### src/rtl/ac_motor_sequencer_if.sv
// rtl/ac_motor_sequencer_if.sv - control/status bundle between the host side and the motor sequencer
interface ac_motor_sequencer_if #(
    parameter int level_bits = 12
);
    logic                  RUN;
    logic                  DIR_REQ;
    logic [level_bits-1:0] TARGET;
    logic                  FAULT;
    logic                  ENABLE;
    logic                  CW;
    logic                  CCW;
    logic [level_bits-1:0] LEVEL;
    logic                  AT_LEVEL;
    logic [2:0]            STATE;

    modport master (
        output RUN, DIR_REQ, TARGET, FAULT,
        input  ENABLE, CW, CCW, LEVEL, AT_LEVEL, STATE
    );

    modport slave (
        input  RUN, DIR_REQ, TARGET, FAULT,
        output ENABLE, CW, CCW, LEVEL, AT_LEVEL, STATE
    );
endinterface

### src/rtl/ac_motor_sequencer.sv
// rtl/ac_motor_sequencer.sv - run/stop/direction sequencer with amplitude ramp, coast interlock and fault latch
module ac_motor_sequencer #(
    parameter int level_bits   = 12,
    parameter int ramp_div     = 1000,
    parameter int level_step   = 1,
    parameter int coast_cycles = 5000
) (
    input logic                 CLK,
    input logic                 RESET_N,
    ac_motor_sequencer_if.slave bus
);
    typedef enum logic [2:0] {
        S_IDLE      = 3'd0,
        S_RUN       = 3'd1,
        S_RAMP_DOWN = 3'd2,
        S_COAST     = 3'd3,
        S_FAULT     = 3'd4
    } state_t;

    localparam int                    pre_w      = $clog2(ramp_div + 1);
    localparam int                    cnt_w      = $clog2(coast_cycles + 1);
    localparam logic [level_bits:0]   step_x     = (level_bits + 1)'(level_step);
    localparam logic [level_bits-1:0] step_n     = level_bits'(level_step);
    localparam logic [pre_w-1:0]      pre_last   = pre_w'(ramp_div - 1);
    localparam logic [cnt_w-1:0]      coast_load = cnt_w'(coast_cycles);
    localparam logic [cnt_w-1:0]      cnt_one    = cnt_w'(1);

    state_t                state;
    logic [pre_w-1:0]      prescaler;
    logic [cnt_w-1:0]      coast_cnt;
    logic                  dir;
    logic [level_bits-1:0] level;
    logic                  enable, cw, ccw, at_level;

    logic                  tick;
    logic [level_bits:0]   level_x, target_x, up_sum, down_floor;
    logic [level_bits-1:0] track_next, decay_next;

    assign tick = (prescaler == pre_last);

    // One extra bit keeps the +step comparisons free of wrap near full scale.
    always_comb begin
        level_x    = {1'b0, level};
        target_x   = {1'b0, bus.TARGET};
        up_sum     = level_x + step_x;
        down_floor = target_x + step_x;
        track_next = level;
        if (level_x < target_x)
            track_next = (up_sum >= target_x) ? bus.TARGET : up_sum[level_bits-1:0];
        else if (level_x > target_x)
            track_next = (level_x <= down_floor) ? bus.TARGET : level - step_n;
        decay_next = (level_x > step_x) ? level - step_n : '0;
    end

    always_ff @(posedge CLK or negedge RESET_N) begin
        if (!RESET_N) begin
            state     <= S_IDLE;
            prescaler <= '0;
            coast_cnt <= '0;
            dir       <= 1'b0;
            level     <= '0;
            enable    <= 1'b0;
            cw        <= 1'b0;
            ccw       <= 1'b0;
            at_level  <= 1'b0;
        end else begin
            prescaler <= tick ? '0 : prescaler + 1'b1;
            if (bus.FAULT) begin
                if (state != S_FAULT) prescaler <= '0;
                state    <= S_FAULT;
                level    <= '0;
                enable   <= 1'b0;
                cw       <= 1'b0;
                ccw      <= 1'b0;
                at_level <= 1'b0;
            end else begin
                case (state)
                    S_IDLE: begin
                        if (bus.RUN) begin
                            state     <= S_RUN;
                            prescaler <= '0;
                            dir       <= bus.DIR_REQ;
                            enable    <= 1'b1;
                            cw        <= !bus.DIR_REQ;
                            ccw       <= bus.DIR_REQ;
                            level     <= '0;
                            at_level  <= (bus.TARGET == '0);
                        end
                    end
                    S_RUN: begin
                        if (!bus.RUN || bus.DIR_REQ != dir) begin
                            state     <= S_RAMP_DOWN;
                            prescaler <= '0;
                            at_level  <= 1'b0;
                        end else begin
                            if (tick) level <= track_next;
                            at_level <= ((tick ? track_next : level) == bus.TARGET);
                        end
                    end
                    S_RAMP_DOWN: begin
                        // The bridge stays driven until amplitude reaches zero, then coasts.
                        if (level == '0 || (tick && decay_next == '0)) begin
                            state     <= S_COAST;
                            prescaler <= '0;
                            coast_cnt <= coast_load;
                            level     <= '0;
                            enable    <= 1'b0;
                            cw        <= 1'b0;
                            ccw       <= 1'b0;
                        end else if (tick) begin
                            level <= decay_next;
                        end
                    end
                    S_COAST: begin
                        if (coast_cnt <= cnt_one) begin
                            prescaler <= '0;
                            if (bus.RUN) begin
                                state    <= S_RUN;
                                dir      <= bus.DIR_REQ;
                                enable   <= 1'b1;
                                cw       <= !bus.DIR_REQ;
                                ccw      <= bus.DIR_REQ;
                                at_level <= (bus.TARGET == '0);
                            end else begin
                                state <= S_IDLE;
                            end
                        end else begin
                            coast_cnt <= coast_cnt - cnt_one;
                        end
                    end
                    S_FAULT: begin
                        if (!bus.RUN) begin
                            state     <= S_IDLE;
                            prescaler <= '0;
                        end
                    end
                    default: begin
                        state <= S_IDLE;
                    end
                endcase
            end
        end
    end

    assign bus.STATE    = state;
    assign bus.LEVEL    = level;
    assign bus.ENABLE   = enable;
    assign bus.CW       = cw;
    assign bus.CCW      = ccw;
    assign bus.AT_LEVEL = at_level;
endmodule

### src/flat_wrapper.sv
// flat-port wrapper written by rule: the top's interface ports become plain ports
module ac_motor_sequencer_flat 
#(
    parameter int level_bits   = 12,
    parameter int ramp_div     = 1000,
    parameter int level_step   = 1,
    parameter int coast_cycles = 5000
)
  (CLK, RESET_N, bus_RUN, bus_DIR_REQ, bus_TARGET, bus_FAULT, bus_ENABLE, bus_CW, bus_CCW, bus_LEVEL, bus_AT_LEVEL, bus_STATE);
  ac_motor_sequencer_if #(.level_bits(level_bits)) bus_i ();
  input logic CLK;
  input logic RESET_N;
  input wire logic [$bits(bus_i.RUN)-1:0] bus_RUN;
  input wire logic [$bits(bus_i.DIR_REQ)-1:0] bus_DIR_REQ;
  input wire logic [$bits(bus_i.TARGET)-1:0] bus_TARGET;
  input wire logic [$bits(bus_i.FAULT)-1:0] bus_FAULT;
  output wire logic [$bits(bus_i.ENABLE)-1:0] bus_ENABLE;
  output wire logic [$bits(bus_i.CW)-1:0] bus_CW;
  output wire logic [$bits(bus_i.CCW)-1:0] bus_CCW;
  output wire logic [$bits(bus_i.LEVEL)-1:0] bus_LEVEL;
  output wire logic [$bits(bus_i.AT_LEVEL)-1:0] bus_AT_LEVEL;
  output wire logic [$bits(bus_i.STATE)-1:0] bus_STATE;
  assign bus_i.RUN = bus_RUN;
  assign bus_i.DIR_REQ = bus_DIR_REQ;
  assign bus_i.TARGET = bus_TARGET;
  assign bus_i.FAULT = bus_FAULT;
  assign bus_ENABLE = bus_i.ENABLE;
  assign bus_CW = bus_i.CW;
  assign bus_CCW = bus_i.CCW;
  assign bus_LEVEL = bus_i.LEVEL;
  assign bus_AT_LEVEL = bus_i.AT_LEVEL;
  assign bus_STATE = bus_i.STATE;
  ac_motor_sequencer #(.level_bits(level_bits), .ramp_div(ramp_div), .level_step(level_step), .coast_cycles(coast_cycles)) u_core (.CLK(CLK), .RESET_N(RESET_N), .bus(bus_i));
endmodule
### config.mk
export PLATFORM = sky130hd
export DESIGN_NAME = ac_motor_sequencer_flat
export DESIGN_NICKNAME = d
export VERILOG_FILES = /design/src/rtl/ac_motor_sequencer_if.sv /design/src/rtl/ac_motor_sequencer.sv /design/src/flat_wrapper.sv
export SDC_FILE = /design/constraint.sdc
export NUM_CORES = 1
export LEC_CHECK = 0
export CORE_MARGIN = 3
export CORE_UTILIZATION = 55
export CTS_BUF_LIST = sky130_fd_sc_hd__clkbuf_4 sky130_fd_sc_hd__clkbuf_8 sky130_fd_sc_hd__clkbuf_16
export DETAILED_ROUTE_END_ITERATION = 8
export PLACE_DENSITY_LB_ADDON = 0.12
export SYNTH_ARGS = -nofsm -noshare
export SYNTH_HDL_FRONTEND = slang
export SYNTH_SLANG_ARGS = --single-unit
export TNS_END_PERCENT = 50
### constraint.sdc
create_clock -name CLK -period 4.5 [get_ports CLK]
set_input_delay 1.35 -clock CLK [delete_from_list [all_inputs] [get_ports CLK]]
set_output_delay 1.35 -clock CLK [all_outputs]
set_load 0.05 [all_outputs]
==> results.ini <==
[run_status]
status = complete, no violations

[placement]
gp_congestion = 1.075
dpl.hpwl_mm = 13.93
dpl_cell_area_um2 = 6056
pre_cts_slack_ps = -565.7
io_buffers = 35

[synthesis]
syn_inst = 650
synth-seq-area-share_pct = 21.74
synth_ff_type = dfrtp_1
syn_area_um2 = 4948
yosys.cell_types.count = 81
syn-num-nets = 711
synthArstFlopShare_pct = 100.0
synth-seq-cells = 43
yosysMostFrequentCell = nor2_1
synthTopCellsByArea = dfrtp_1 (22%), ha_1 (11%), xnor2_1 (5.7%), nor2_1 (5.3%), nand2_1 (4.5%)
yosysWarnings = 0
synth_common_cells = nor2_1 (70), nand2_1 (59), ha_1 (44)
synth_edf_count = 0
synth_largest_area_cell = dfrtp_1
syn_avg_cell_area_um2 = 7.613
synth.top_cell.area_share_pct = 21.74

[sta]
maxSlewViolCount = 0
worst_pin_slew_ps = 949.0
fin_skew_ps = 6.783
post-route-period-util_pct = 99.34
hold_viol = 0
rsz0062_at_grt = yes
tns_ps = 0
maxSlewHeadroom_pct = 36.73
setup_viol_count_final = 0
fin_ws_ps = 29.56
max_freq_ghz = 0.2237
fin_crit_ps = 4470

[worst_setup_path]
regToRegStartpoint = u_core.bus.LEVEL[0]
path_max_fanout = 3
cp.arrival_ps = 4700
r2r_cells = 16
critPathRequiredTime_ps = 4730
rrSetupSlack_ps = 240
path_class = primary input to register
start_kind = primary input
end_kind = register
reg2reg_to = u_core.bus.AT_LEVEL

[die]
die-area_um2 = 10170
rows = 33
die_h_um = 100.9
dieWidth_um = 100.9
core_um2 = 8464
ios = 36
initial_core_util_pct = 58.46

[clock_tree]
cts-root-buf = clkbuf_8
clock_latency_ps = 290
cts_hold_buf = 0
clk_path_buf_depth = 2
h-tree-depth = 2
cts_tree = done
cts_made_buffers = 5
clock-sinks = 43
clkTransAtPathRegs_ps = 80

[finish]
fillers = 663
antenna_cells = 0
drive_above_1_share_pct = 23.16
final_nets = 833
syn2layout_area_growth_pct = 30.32
design_area_um2 = 6449

[route]
finalWirelength_mm = 18.38
drt-pass1-iter-count = 7
via_per_inst = 6.648
wl_per_cell_um = 20.93
drc_errors = 0
final_antenna_net_count = 0
first_iter_violations = 594
vias = 5837

[global_route]
grt_start_max_net_pins = 44
grt_overflow_total = 0
grt_pass1_wl_mm = 28.21
antenna_found_initial = 0
grt_pass1_vias = 5354
track_usage_pct = 35.43

[power]
total_power_mw = 1.218
max-vdd-ir-drop_mv = 0.2453
p_leak_nw = 2.868
powerDensity_nw_per_um2 = 188.8

[worst_hold_path]
hold_path.startpoint = u_core.prescaler[0]
hold_end = u_core.prescaler[0]
hold_depth = 1
min_path_type = register to register

[job]
max_cap_violations = 0

-- state kept, by name (all words and copies together), names as in the netlist --
| signal | flops |
|---|---|
| u_core.prescaler | 10 |
| u_core.bus.LEVEL | 12 |
| u_core.bus.CCW | 1 |
| u_core.dir | 1 |
| u_core.bus.STATE | 3 |
| u_core.bus.AT_LEVEL | 1 |
| u_core.bus.ENABLE | 1 |
| u_core.bus.CW | 1 |
| u_core.coast_cnt | 13 |
-- timing repair --
action,4_1_cts,5_1_grt
cloned,0,1
gates resized for setup,22,35
hold endpoints to repair,0,0
pin swaps,15,16
setup endpoints to repair,9,11
setup buffers,9,4
-- power breakdown --
| part | total [mW] | internal, mW | switching (mW) |
|---|---|---|---|
| Combinational | 0.391 | 0.166 | 0.225 |
| Clock | 0.315 | 0.180 | 0.135 |
| Sequential | 0.512 | 0.441 | 0.0709 |
| Total | 1.22 | 0.787 | 0.431 |
-- placed cells by master, fill, tap and decap left out, drive strengths merged, types with 11 or more instances in the layout --
cell type,netlist,final
o21ai,57,57
xnor2,33,33
ha,44,44
xor2,11,11
nor2,72,72
nand4,17,17
buf,19,119
nand2,60,60
dfrtp,43,43
clkdlybuf4s50,0,25
inv,33,33
nor3,22,22
nand3,29,29
a21oi,42,42
-- worst max-delay path by stage --
stage | to | startpoint | depth (start not counted)
detailed placement | u_core.bus.AT_LEVEL | bus_TARGET[4] | 17
finish | u_core.bus.AT_LEVEL | bus_TARGET[8] | 17
CTS | u_core.bus.AT_LEVEL | bus_TARGET[7] | 16
global placement | u_core.bus.AT_LEVEL | bus_TARGET[4] | 17
floorplan | u_core.bus.AT_LEVEL | bus_TARGET[2] | 17
global route | u_core.bus.AT_LEVEL | bus_TARGET[8] | 17
-- final cells by class --
type                            instances  area (um^2)  area share [%]
Multi-Input combinational cell        540         3770           58.46
Tap cell                              105        131.4           2.037
Sequential cell                        43         1076           16.69
Inverter                               33        123.9           1.921
Clock inverter                          2        35.03          0.5433
Clock buffer                            6        82.58           1.281
Timing Repair Buffer                  149         1230           19.07
-- per-stage QoR --
| stage | utilization, % | hold WS (ps) | cells |
|---|---|---|---|
| after CTS | 74.55 | 492.7 | 873 |
| final | 76.19 | 488.7 | 878 |
| after floorplan | - | 447.9 | 650 |
| after detailed placement | 71.54 | 476.5 | 856 |
| after global routing | 76.19 | 515.2 | 878 |
| after global placement | 71.54 | 463.5 | 856 |
-- routing by layer --
| metal | vias up | track usage [%] | part of all wire, % |
|---|---|---|---|
| li1 | 2631 | - | - |
| met1 | 2752 | 49.81 | 41 |
| met2 | 395 | 55.95 | 45 |
| met3 | 59 | 6.782 | 11 |
| met4 | 0 | 8.808 | 3.1 |
| met5 | - | 0 | 0 |
-- cells by family (layout without fill, tap and decap cells) --
| family | count (synthesis) | after routing | synth area share [%] |
|---|---|---|---|
| AOI/OAI and AO/OA | 189 | 190 | 25.72 |
| and+or+nand+nor | 253 | 253 | 25.87 |
| muxes | 9 | 9 | 1.896 |
| xor gates and xnor gates | 44 | 44 | 7.939 |
| buffers and inverters | 68 | 190 | 5.714 |
| adders and majority gates | 44 | 44 | 11.13 |
| DFF | 43 | 43 | 21.74 |
-- critical path, stage by stage --
cell	delay, ps
clkdlybuf4s15_1	280
nand4_1	170
nor2_2	210
nand3_2	100
xnor2_1	150
ha_1	340
nand3_2	150
buf_6	160
nor3_4	180
nor3_4	80
a21boi_4	200
mux2i_1	100
o22ai_1	200
a2111oi_0	90
or4_1	550
nor4_2	200
a31o_1	180
No activity file was read; power rests on OpenSTA's default activity.
==> RTL edit: new RTL, config.mk and constraints unchanged <==
`coast_cycles` is set to 5000 in 2 places; all go to 10000.
--- a/src/rtl/ac_motor_sequencer.sv
+++ b/src/rtl/ac_motor_sequencer.sv
@@ -5,3 +5,3 @@
     parameter int level_step   = 1,
-    parameter int coast_cycles = 5000
+    parameter int coast_cycles = 10000
 ) (
--- a/src/flat_wrapper.sv
+++ b/src/flat_wrapper.sv
@@ -6,3 +6,3 @@
     parameter int level_step   = 1,
-    parameter int coast_cycles = 5000
+    parameter int coast_cycles = 10000
 )
Check against the original RTL: same outputs for any inputs over 10 cycles, from zero or initial values and one cycle with RESET_N low; that may be too few to reach the edited logic, so the function may still have changed.
==> RTL edit against the unedited design <==
- the run now ends with negative setup slack left
- wire length increased by 0.50%
- area after synthesis increased by 0.88%
- hold slack got worse by 0.0070 ns
- worst setup slack got worse by 0.074 ns
- design area increased by 1.6%
- total power decreased by 15%
- sequential cell count increased by 1
- critical path depth unchanged
- clock skew decreased by 0.0032 ns
- highest routed layer unchanged
==> RTL edit: results (changes against the unedited design) <==
metric	value	unit	change
dpl cell area	6120	sq um	+1.1%
Setup TNS Final	-0.0445	ns	-0.0445 ns
final setup fails	1		+1
max reg flops	14		+1
Crit Path Max Fanout	4		+1
status	finished with violations		
most area-consuming cells after synthesis	dfrtp_1 (22%), ha_1 (11%), xnor2_1 (5.6%), a21oi_1 (5.1%), nor2_1 (4.5%)		
violated checks	negative setup slack		
largest net degree at the start of global routing	45		+2.3%
synth cell count leaders	nor2_1 (60), a21oi_1 (51), nand2_1 (45), dfrtp_1 (44), ha_1 (44)		
Netlist cell types	66		-19%
Total GRT Usage	35.5	%	about the same
r2r startpoint	u_core.bus.LEVEL[1]		
non-filler instance count after layout	886		+0.91%
clock skew	0.00360	ns	-0.00318 ns
syn_nets	715		+0.56%
via count of the routed design	5818		-0.33%
routability cong.	1.03		-3.9%
Final #Nets	838		+0.60%
Initial DRT Pass Iterations	5		-2
DP HPWL	14000	um	+0.35%
worst hold slack	0.482	ns	-0.00704 ns
final worst slack	-0.0445	ns	-0.0741 ns
post-synthesis cell count	654		+0.62%
post-placement setup slack	-0.907	ns	-0.341 ns
[RTL edit: cell types whose count changed in the layout (fill, tap and decap cells not counted), sizes merged, moves of 7 or more]
cell	delta
nand4	-9
o21ai	-19
buf	+7
xor2	+8
a21oi	+9
nand2	-15
nor2	-12
[RTL edit: repair_timing]
| item | 4_1_cts | 5_1_grt |
|---|---|---|
| pin swaps | 19 | 34 |
| setup buffers | 6 | 8 |
| cloned | 0 | 2 |
| resized for setup | 46 | 50 |
| endpoints found under the setup margin | 10 | 5 |
[RTL edit: cells by family (layout without fill, tap and decap cells)]
logic type | count (synthesis) | count (layout) | share of synthesized area [%]
mux | 8 | 8 | 1.68
flops | 44 | 44 | 22.1
buf+inv | 73 | 196 | 5.76
xor+xnor | 51 | 51 | 8.95
compound gates | 188 | 189 | 25.0
simple gates | 246 | 246 | 25.6
fa+ha+maj | 44 | 44 | 11.0
[RTL edit: power breakdown]
part / switching, mW / total (mW) / internal (mW)
clock network: 0.129 / 0.260 / 0.131
logic: 0.186 / 0.316 / 0.129
registers: 0.0341 / 0.462 / 0.428
total: 0.350 / 1.04 / 0.688
[RTL edit: area by class of cell]
class                           count  area, sq um
Multi-Input combinational cell    538         3830
Clock buffer                        7         90.1
Timing Repair Buffer              155         1260
Inverter                           33          124
Clock inverter                      1         7.51
Tap cell                          108          135
Sequential cell                    44         1100
Fill cell                         702         2210
[RTL edit: worst max path at each step]
stage | startpoint | to | slack (ns) | cells after the start
2_1_floorplan | bus_TARGET[1] | u_core.bus.AT_LEVEL | 0.006 | 16
3_3_place_gp | bus_TARGET[0] | u_core.bus.AT_LEVEL | -0.79 | 16
3_5_place_dp | bus_TARGET[0] | u_core.bus.AT_LEVEL | -0.91 | 16
4_1_cts | bus_TARGET[6] | u_core.bus.AT_LEVEL | 0.0008 | 15
5_1_grt | bus_TARGET[0] | u_core.bus.AT_LEVEL | -0.17 | 18
6_report | bus_TARGET[0] | u_core.bus.AT_LEVEL | -0.04 | 17
[RTL edit: worst max-delay path, stage by stage]
cell	delay (ns)
buf_8	0.09
ha_4	0.13
and4_4	0.22
nand2_1	0.07
xnor2_1	0.13
ha_1	0.33
a211oi_1	0.28
nor2_1	0.13
a2111o_1	0.33
buf_4	0.17
o211a_2	0.31
a21oi_2	0.16
nor3_1	0.07
nor4_2	0.32
o2111ai_2	0.20
nor4_4	0.27
a41o_1	0.19
[RTL edit: per-layer routing]
| layer | GRT usage (%) | up-vias | part of all wire (%) |
|---|---|---|---|
| li1 | - | 2659 | - |
| met1 | 44.4 | 2732 | 39 |
| met4 | 17.2 | 0 | 6.2 |
| met3 | 4.27 | 85 | 8.2 |
| met2 | 60.5 | 342 | 47 |
| met5 | 0 | - | 0 |
